--- src/rtl/scg_pkg.sv ---
// Shared definitions for the SDRAM command generator (scg_*) blocks.
// Command encodings are the {cs_n, ras_n, cas_n, we_n} bus values driven
// onto the SDRAM command pins by the controller top.
package scg_pkg;

    localparam int unsigned CMD_BITS = 4;

    localparam logic [CMD_BITS-1:0] CMD_NOP       = 4'b0111;
    localparam logic [CMD_BITS-1:0] CMD_PRECHARGE = 4'b0010;
    localparam logic [CMD_BITS-1:0] CMD_AUTO_REF  = 4'b0001;

endpackage : scg_pkg

--- src/rtl/scg_self_ref_entry.sv ---
// Self-refresh entry sequencer.
// On start: PRECHARGE ALL, wait T_RP cycles, SELF REFRESH (AUTO REFRESH with
// CKE low), wait T_CKE cycles, then signal done.  After done, CKE stays low
// (HOLD) until wake; the exit sequence is handled by scg_self_ref_exit.
// Ports:
//   clk      - clock, all state changes on posedge
//   rst      - synchronous active-high reset
//   start    - level request, held until done is seen
//   wake     - ends the CKE-low hold (only looked at in DONE/HOLD)
//   done     - high in the DONE state only
//   command  - {cs_n, ras_n, cas_n, we_n}
//   a10      - address bit 10, high during PRECHARGE ALL
//   cke      - SDRAM clock enable, low from SELF REFRESH through HOLD
module scg_self_ref_entry
    import scg_pkg::*;
#(
    parameter int unsigned CNT_BITS = 4,
    parameter int unsigned T_RP     = 2,
    parameter int unsigned T_CKE    = 1
) (
    input  logic                clk,
    input  logic                rst,
    input  logic                start,
    input  logic                wake,
    output logic                done,
    output logic [CMD_BITS-1:0] command,
    output logic                a10,
    output logic                cke
);

    typedef enum logic [2:0] {
        S_IDLE,
        S_PRECH,
        S_WAIT_RP,
        S_SREF,
        S_WAIT_CKE,
        S_DONE,
        S_HOLD
    } state_t;

    // Terminal counts: the counter starts at 0 on entry to a wait state, so
    // hitting N-1 means N cycles have been spent there.
    localparam logic [CNT_BITS-1:0] RP_LAST  = CNT_BITS'(T_RP - 1);
    localparam logic [CNT_BITS-1:0] CKE_LAST = CNT_BITS'(T_CKE - 1);

    state_t              state;
    state_t              state_next;
    logic [CNT_BITS-1:0] cnt;
    logic [CNT_BITS-1:0] cnt_next;

    // State register and wait counter.
    always_ff @(posedge clk) begin
        if (rst) begin
            state <= S_IDLE;
            cnt   <= '0;
        end else begin
            state <= state_next;
            cnt   <= cnt_next;
        end
    end

    // Next-state logic.  The counter only advances while staying in a wait
    // state; every other path (including leaving a wait state) clears it.
    always_comb begin
        state_next = state;
        cnt_next   = '0;
        case (state)
            S_IDLE: begin
                if (start) state_next = S_PRECH;
            end
            S_PRECH: begin
                state_next = S_WAIT_RP;
            end
            S_WAIT_RP: begin
                if (cnt == RP_LAST) state_next = S_SREF;
                else                cnt_next   = cnt + CNT_BITS'(1);
            end
            S_SREF: begin
                state_next = S_WAIT_CKE;
            end
            S_WAIT_CKE: begin
                if (cnt == CKE_LAST) state_next = S_DONE;
                else                 cnt_next   = cnt + CNT_BITS'(1);
            end
            S_DONE: begin
                // wake only counts once start has been released.
                if (!start) state_next = wake ? S_IDLE : S_HOLD;
            end
            S_HOLD: begin
                if (wake) state_next = S_IDLE;
            end
            default: begin
                state_next = S_IDLE;
            end
        endcase
    end

    // Moore outputs.
    always_comb begin
        command = CMD_NOP;
        a10     = 1'b0;
        cke     = 1'b1;
        done    = 1'b0;
        case (state)
            S_IDLE: begin
            end
            S_PRECH: begin
                command = CMD_PRECHARGE;
                a10     = 1'b1;
            end
            S_WAIT_RP: begin
            end
            S_SREF: begin
                command = CMD_AUTO_REF;
                cke     = 1'b0;
            end
            S_WAIT_CKE: begin
                cke = 1'b0;
            end
            S_DONE: begin
                cke  = 1'b0;
                done = 1'b1;
            end
            S_HOLD: begin
                cke = 1'b0;
            end
            default: begin
            end
        endcase
    end

endmodule : scg_self_ref_entry

--- config.mk ---
export PLATFORM = sky130hd
export DESIGN_NAME = scg_self_ref_entry
export DESIGN_NICKNAME = d
export VERILOG_FILES = /design/src/rtl/scg_pkg.sv /design/src/rtl/scg_self_ref_entry.sv
export SDC_FILE = /design/constraint.sdc
export NUM_CORES = 1
export LEC_CHECK = 0
export CORE_MARGIN = 2
export CORE_UTILIZATION = 35
export CTS_CLUSTER_DIAMETER = 150
export DETAILED_ROUTE_END_ITERATION = 8
export PLACE_DENSITY = 0.6
export SLEW_MARGIN = 20
export SYNTH_ARGS = -nofsm -noshare
export SYNTH_HDL_FRONTEND = slang
export SYNTH_SLANG_ARGS = --single-unit
--- constraint.sdc ---
create_clock -name clk -period 1.5 [get_ports clk]
set_clock_uncertainty 0.1 [all_clocks]
set_input_delay 0.3 -clock clk [delete_from_list [all_inputs] [get_ports clk]]
set_output_delay 0.3 -clock clk [all_outputs]
set_load 0.02 [all_outputs]
# == Yosys cells after proc, flatten, opt, wreduce, memory -nomap -nowiden ==
# Index checks and enable logic that the tools add are counted.
# totals
rom_bits,0
latch_bits,0
in_bits,4
output_inout_bits,7
ram_bits,0
ff_bits,7
n_memories,0
# op_classes
n_eq_ne,12
n_div,0
addsub,1
shift,0
bitwise,0
n_reduce_logical,4
mul,0
n_lt_le_gt_ge,0
mux,14
# op_table
op,n
3-bit one-hot mux with 7 select lines,1
3-bit 2-to-1 mux,6
"2-bit != test, second input constant",5
"3-bit == test, second input constant",3
4-bit 2-to-1 mux,2
4-bit one-hot mux with 2 select lines,1
"3-bit by 2-bit == test with 1-bit output, second input constant",2
3-bit one-hot mux with 2 select lines,1
5-bit AND reduction,1
"4-bit by 1-bit adder with 4-bit output, second input constant",1
"4-bit by 1-bit == test with 1-bit output, second input constant",1
4-bit zero test,1
4-bit OR reduction,1
"3-bit by 1-bit == test with 1-bit output, second input constant",1
3-bit zero test,1
1-bit 2-to-1 mux,3

# == Longest topological paths before layout ==
# logic_depth
word_depth,3
mapped_depth,5

# == Worst setup path after synthesis ==
# OpenSTA, ideal clock, no wires.
# synth_timing
path_type,register to output
startpoint,register state[2]
endpoint,output port a10
path_stages_with_launch,5
path_buffers,1
required_time_ns,1.100
arrival_time_ns,1.234
slack_ns,-0.134
path_cell_list,dfxtp_1 -> clkbuf_8 -> nand2b_1 -> or2_2 -> inv_1
# synth_between
elab_chain_len,2
# synth_rtl
item,line_no,text
from (decl),scg_self_ref_entry.sv:46,state_t state;
from (signal assigned),scg_self_ref_entry.sv:57,state <= state_next;
3-bit by 1-bit == test with 1-bit output,scg_self_ref_entry.sv:104,case (state)
1-bit 2-to-1 mux,scg_self_ref_entry.sv:104,
to (decl),scg_self_ref_entry.sv:27,"output logic a10,"
# Every way passes these cells.

# == Final worst setup path ==
# layout_timing
startpoint,register state[2]
endpoint,output port command[0]
# layout_between
elab_chain_len,2
elab_cells_between_ends,3
# layout_rtl
item,line_no,text
3-bit by 2-bit == test with 1-bit output or 3-bit by 1-bit == test with 1-bit output (tied branches),scg_self_ref_entry.sv:104,
3-bit one-hot mux with 2 select lines (*),scg_self_ref_entry.sv:104,
to (decl),scg_self_ref_entry.sv:26,"output logic [CMD_BITS-1:0] command,"
# Every way passes the cells marked *; elsewhere a longest branch is shown, timed or not.

==> out/metrics.csv <==
stage,metric,value,unit
run_status,outcome,finished with violations,
run_status,violated checks,setup timing,
clock_network,number of clock sinks,7,
timing,Slew Limit Fails,0,
clock_network,clk root buf,clkbuf_4,
clock_network,H-tree depth,1,
synth,asr flop ratio synth,0,%
synth,post-synthesis sequential area ratio,30.3,%
power_and_ir_drop,clock share of power,29.6,%
detailed_routing,starting DRC count in detailed routing,3,
synth,mux contribution to synthesized area,2.43,%
power_and_ir_drop,Comb power frac,30.8,%
synth,number of synthesized flops with an enable pin,0,
synth,Post-Synth XOR/XNOR Area,5.68,%
floorplan,Core Area,1270,sq um
power_and_ir_drop,power per cell area,800,nW/um^2
timing,Fmax,664,MHz
min_path,worst min-delay path class,reg2reg,
layout,"commonest non-fill, non-tap cell in the layout",buf_4,
floorplan,die height,40.4,microns
timing,Final Cycle Share,100,%
clock_network,CTS tree,yes,
worst_setup_path,WS Path Type,reg2out,
synth,Syn Nets,57,
synth,mapped cell area,463,sq um
layout,share of cells above drive strength 1,53.6,%
grt,grt ovf,0,
placed_design,GP Congestion,0.699,
synth,Yosys warning total,0,
floorplan,Initial Utilization,36.5,%
synth,area share of fa/ha/maj cells after synthesis,8.11,%
synth,Yosys top cell by area,dfxtp_1,
placed_design,placed cell area,586,sq um
detailed_routing,drt drc,0,
run,Max Cap Viol,0,
power_and_ir_drop,Pwr Total,0.527,mW
synth,Post-Synth Simple-Gate Area,24.3,%
floorplan,Die Area,1630,sq um
worst_setup_path,Worst EP arrival,1.10,ns
worst_setup_path,critical-path maximum fanout,2,
floorplan,die width,40.4,microns
layout,area added between synthesis and finish,42.4,%
synth,compound-cell area share of the yosys netlist,14.1,%
synth,"FF+latch count, synth",7,
detailed_routing,First-pass DRT Iterations,4,
timing,final hold violations,0,
layout,Final nets,77,
synth,Mean Syn Cell Area,9.26,sq um
timing,Setup-failing EPs final,2,
floorplan,std cell rows,13,
detailed_routing,post-route ant nets,0,
clock_network,Num CTS Buffers,3,
power_and_ir_drop,P_leak,0.273,nW
clock_network,CTS clock-pin slew for the worst setup and hold paths,0.04,ns
timing,Final WS setup,-0.00494,ns
detailed_routing,Post-Route WL,918,microns
placed_design,Post-DP HPWL,714,microns
power_and_ir_drop,Sw Ratio,27.8,%
grt,initial antenna violation count,0,
grt,number of global-route vias before repair,359,
layout,antenna cell count,0,
clock_network,cts hold-fix bufs,0,
timing,RSZ-0062 raised after global routing,true,
layout,most frequent cells in the layout,"buf_4, nor3_1, dfxtp_2",
power_and_ir_drop,Cell Int Power,0.381,mW
synth,main combinational cell family by area after synthesis,simple AND/OR/NAND/NOR gates,
worst_setup_path,crit end category,primary output,
floorplan,I/O Pins,11,
synth,Cells after Synth,50,
power_and_ir_drop,Sw Pwr,0.147,mW
worst_setup_path,CP Launch Type,register,
synth,main area contributors after synthesis,"dfxtp_1, ha_1, clkbuf_8, nor3_1, or3b_1",
grt,gr usage total,13.8,%
detailed_routing,Via density,4.74,
synth,top_reg_cell synth,dfxtp_1,
detailed_routing,Avg WL per Cell,10.9,microns
grt,first-pass GRT wire length,1440,microns
timing,crit path time final,1.50,ns
grt,largest net degree at the start of global routing,12,
placed_design,Port-buffer cells,9,
clock_network,clock tree buffer depth,2,
clock_network,worst-skew pair later-pin latency,0.24,ns
detailed_routing,via count,398,
synth,top-area cell type share of the netlist area,30.3,%
power_and_ir_drop,Worst IR Drop VDD,0.632,mV
worst_setup_path,data required time at the worst endpoint,1.10,ns
power_and_ir_drop,register share of total power,39.6,%
layout,layout filler cell count,131,
layout,Final Cell Area,659,sq um
synth,Synth cell types,26,
-- power groups by stage --
stage | logic [mW] | registers (mW) | clock network, mW
after detailed placement | 0.151 | 0.209 | 0
after global routing | 0.177 | 0.210 | 0.178
after CTS | 0.153 | 0.207 | 0.166
after global placement | 0.149 | 0.209 | 0
after floorplan | 0.106 | 0.204 | 0
final | 0.162 | 0.209 | 0.156
-- Yosys cell counts, drive strengths merged, types with 2 or more instances --
| library cell | n |
|---|---|
| buf | 2 |
| or3b | 2 |
| clkbuf | 3 |
| xor2 | 2 |
| nor2 | 2 |
| nand2 | 3 |
| a2111oi | 2 |
| nor3b | 2 |
| dfxtp | 7 |
| a21oi | 3 |
| ha | 3 |
| nor3 | 4 |
| inv | 4 |
| or2 | 2 |
-- routing by layer --
metal,track usage (%),vias to the layer above,wire length (microns)
met5,0,-,0
met4,5.00,0,10
met3,5.00,2,45
met2,24.6,11,458
met1,14.8,175,404
li1,-,210,-
-- flip-flops by register name, indices dropped and copies added (netlist names) --
| name | cells |
|---|---|
| cnt | 4 |
| state | 3 |
-- repair_timing --
| action | CTS | global route |
|---|---|---|
| gates resized for setup | 29 | 12 |
| endpoints found under the setup margin | 11 | 9 |
| buffers inserted | 1 | 2 |
| pin swaps | 2 | 0 |
-- kinds of logic (layout without fill, tap and decap cells) --
family | count (synthesis) | count (layout)
xor gates and xnor gates | 3 | 3
other | 1 | 1
and+or+nand+nor | 19 | 19
muxes | 1 | 1
AOI/OAI and AO/OA | 7 | 7
buffers and inverters | 9 | 28
adders and majority gates | 3 | 3
DFF | 7 | 7
-- final timing paths --
check	slack (ns)	depth (start not counted)	endpoint	from
hold / removal	0.46	3	state[1]	state[1]
hold reg to reg	0.46	3	state[1]	state[1]
setup reg to reg	-0.005	5	state[0]	cnt[0]
setup / recovery	-0.005	3	command[0]	state[2]
-- critical path, stage by stage, from the launching register on --
cell and delay [ns]:
dfxtp_2 0.31, nand2b_2 0.17, or2_4 0.23, buf_2 0.16
-- layout make-up --
class,instances,area (sq um),area share [%]
multi-input cells,34,285,43.3
repair buffers,20,165,25.0
flip-flops and latches,7,149,22.6
clock buffers,4,26.3,3.98
well taps,15,18.8,2.85
inverters,4,15.0,2.28
-- per-stage QoR --
| step | cells | hold slack [ns] | utilization, % | setup WS (ns) | setup TNS (ns) |
|---|---|---|---|---|---|
| 2_1_floorplan | 50 | 0.355 | - | 0.0339 | 0 |
| 3_3_place_gp | 77 | 0.439 | 46.2 | -0.200 | -1.00 |
| 3_5_place_dp | 77 | 0.451 | 46.2 | -0.220 | -1.22 |
| 4_1_cts | 82 | 0.467 | 48.5 | -0.0499 | -0.112 |
| 5_1_grt | 84 | 0.495 | 52.0 | -0.0505 | -0.179 |
| 6_report | 84 | 0.464 | 52.0 | -0.00494 | -0.00654 |
No activity file was read; power rests on OpenSTA's default activity.
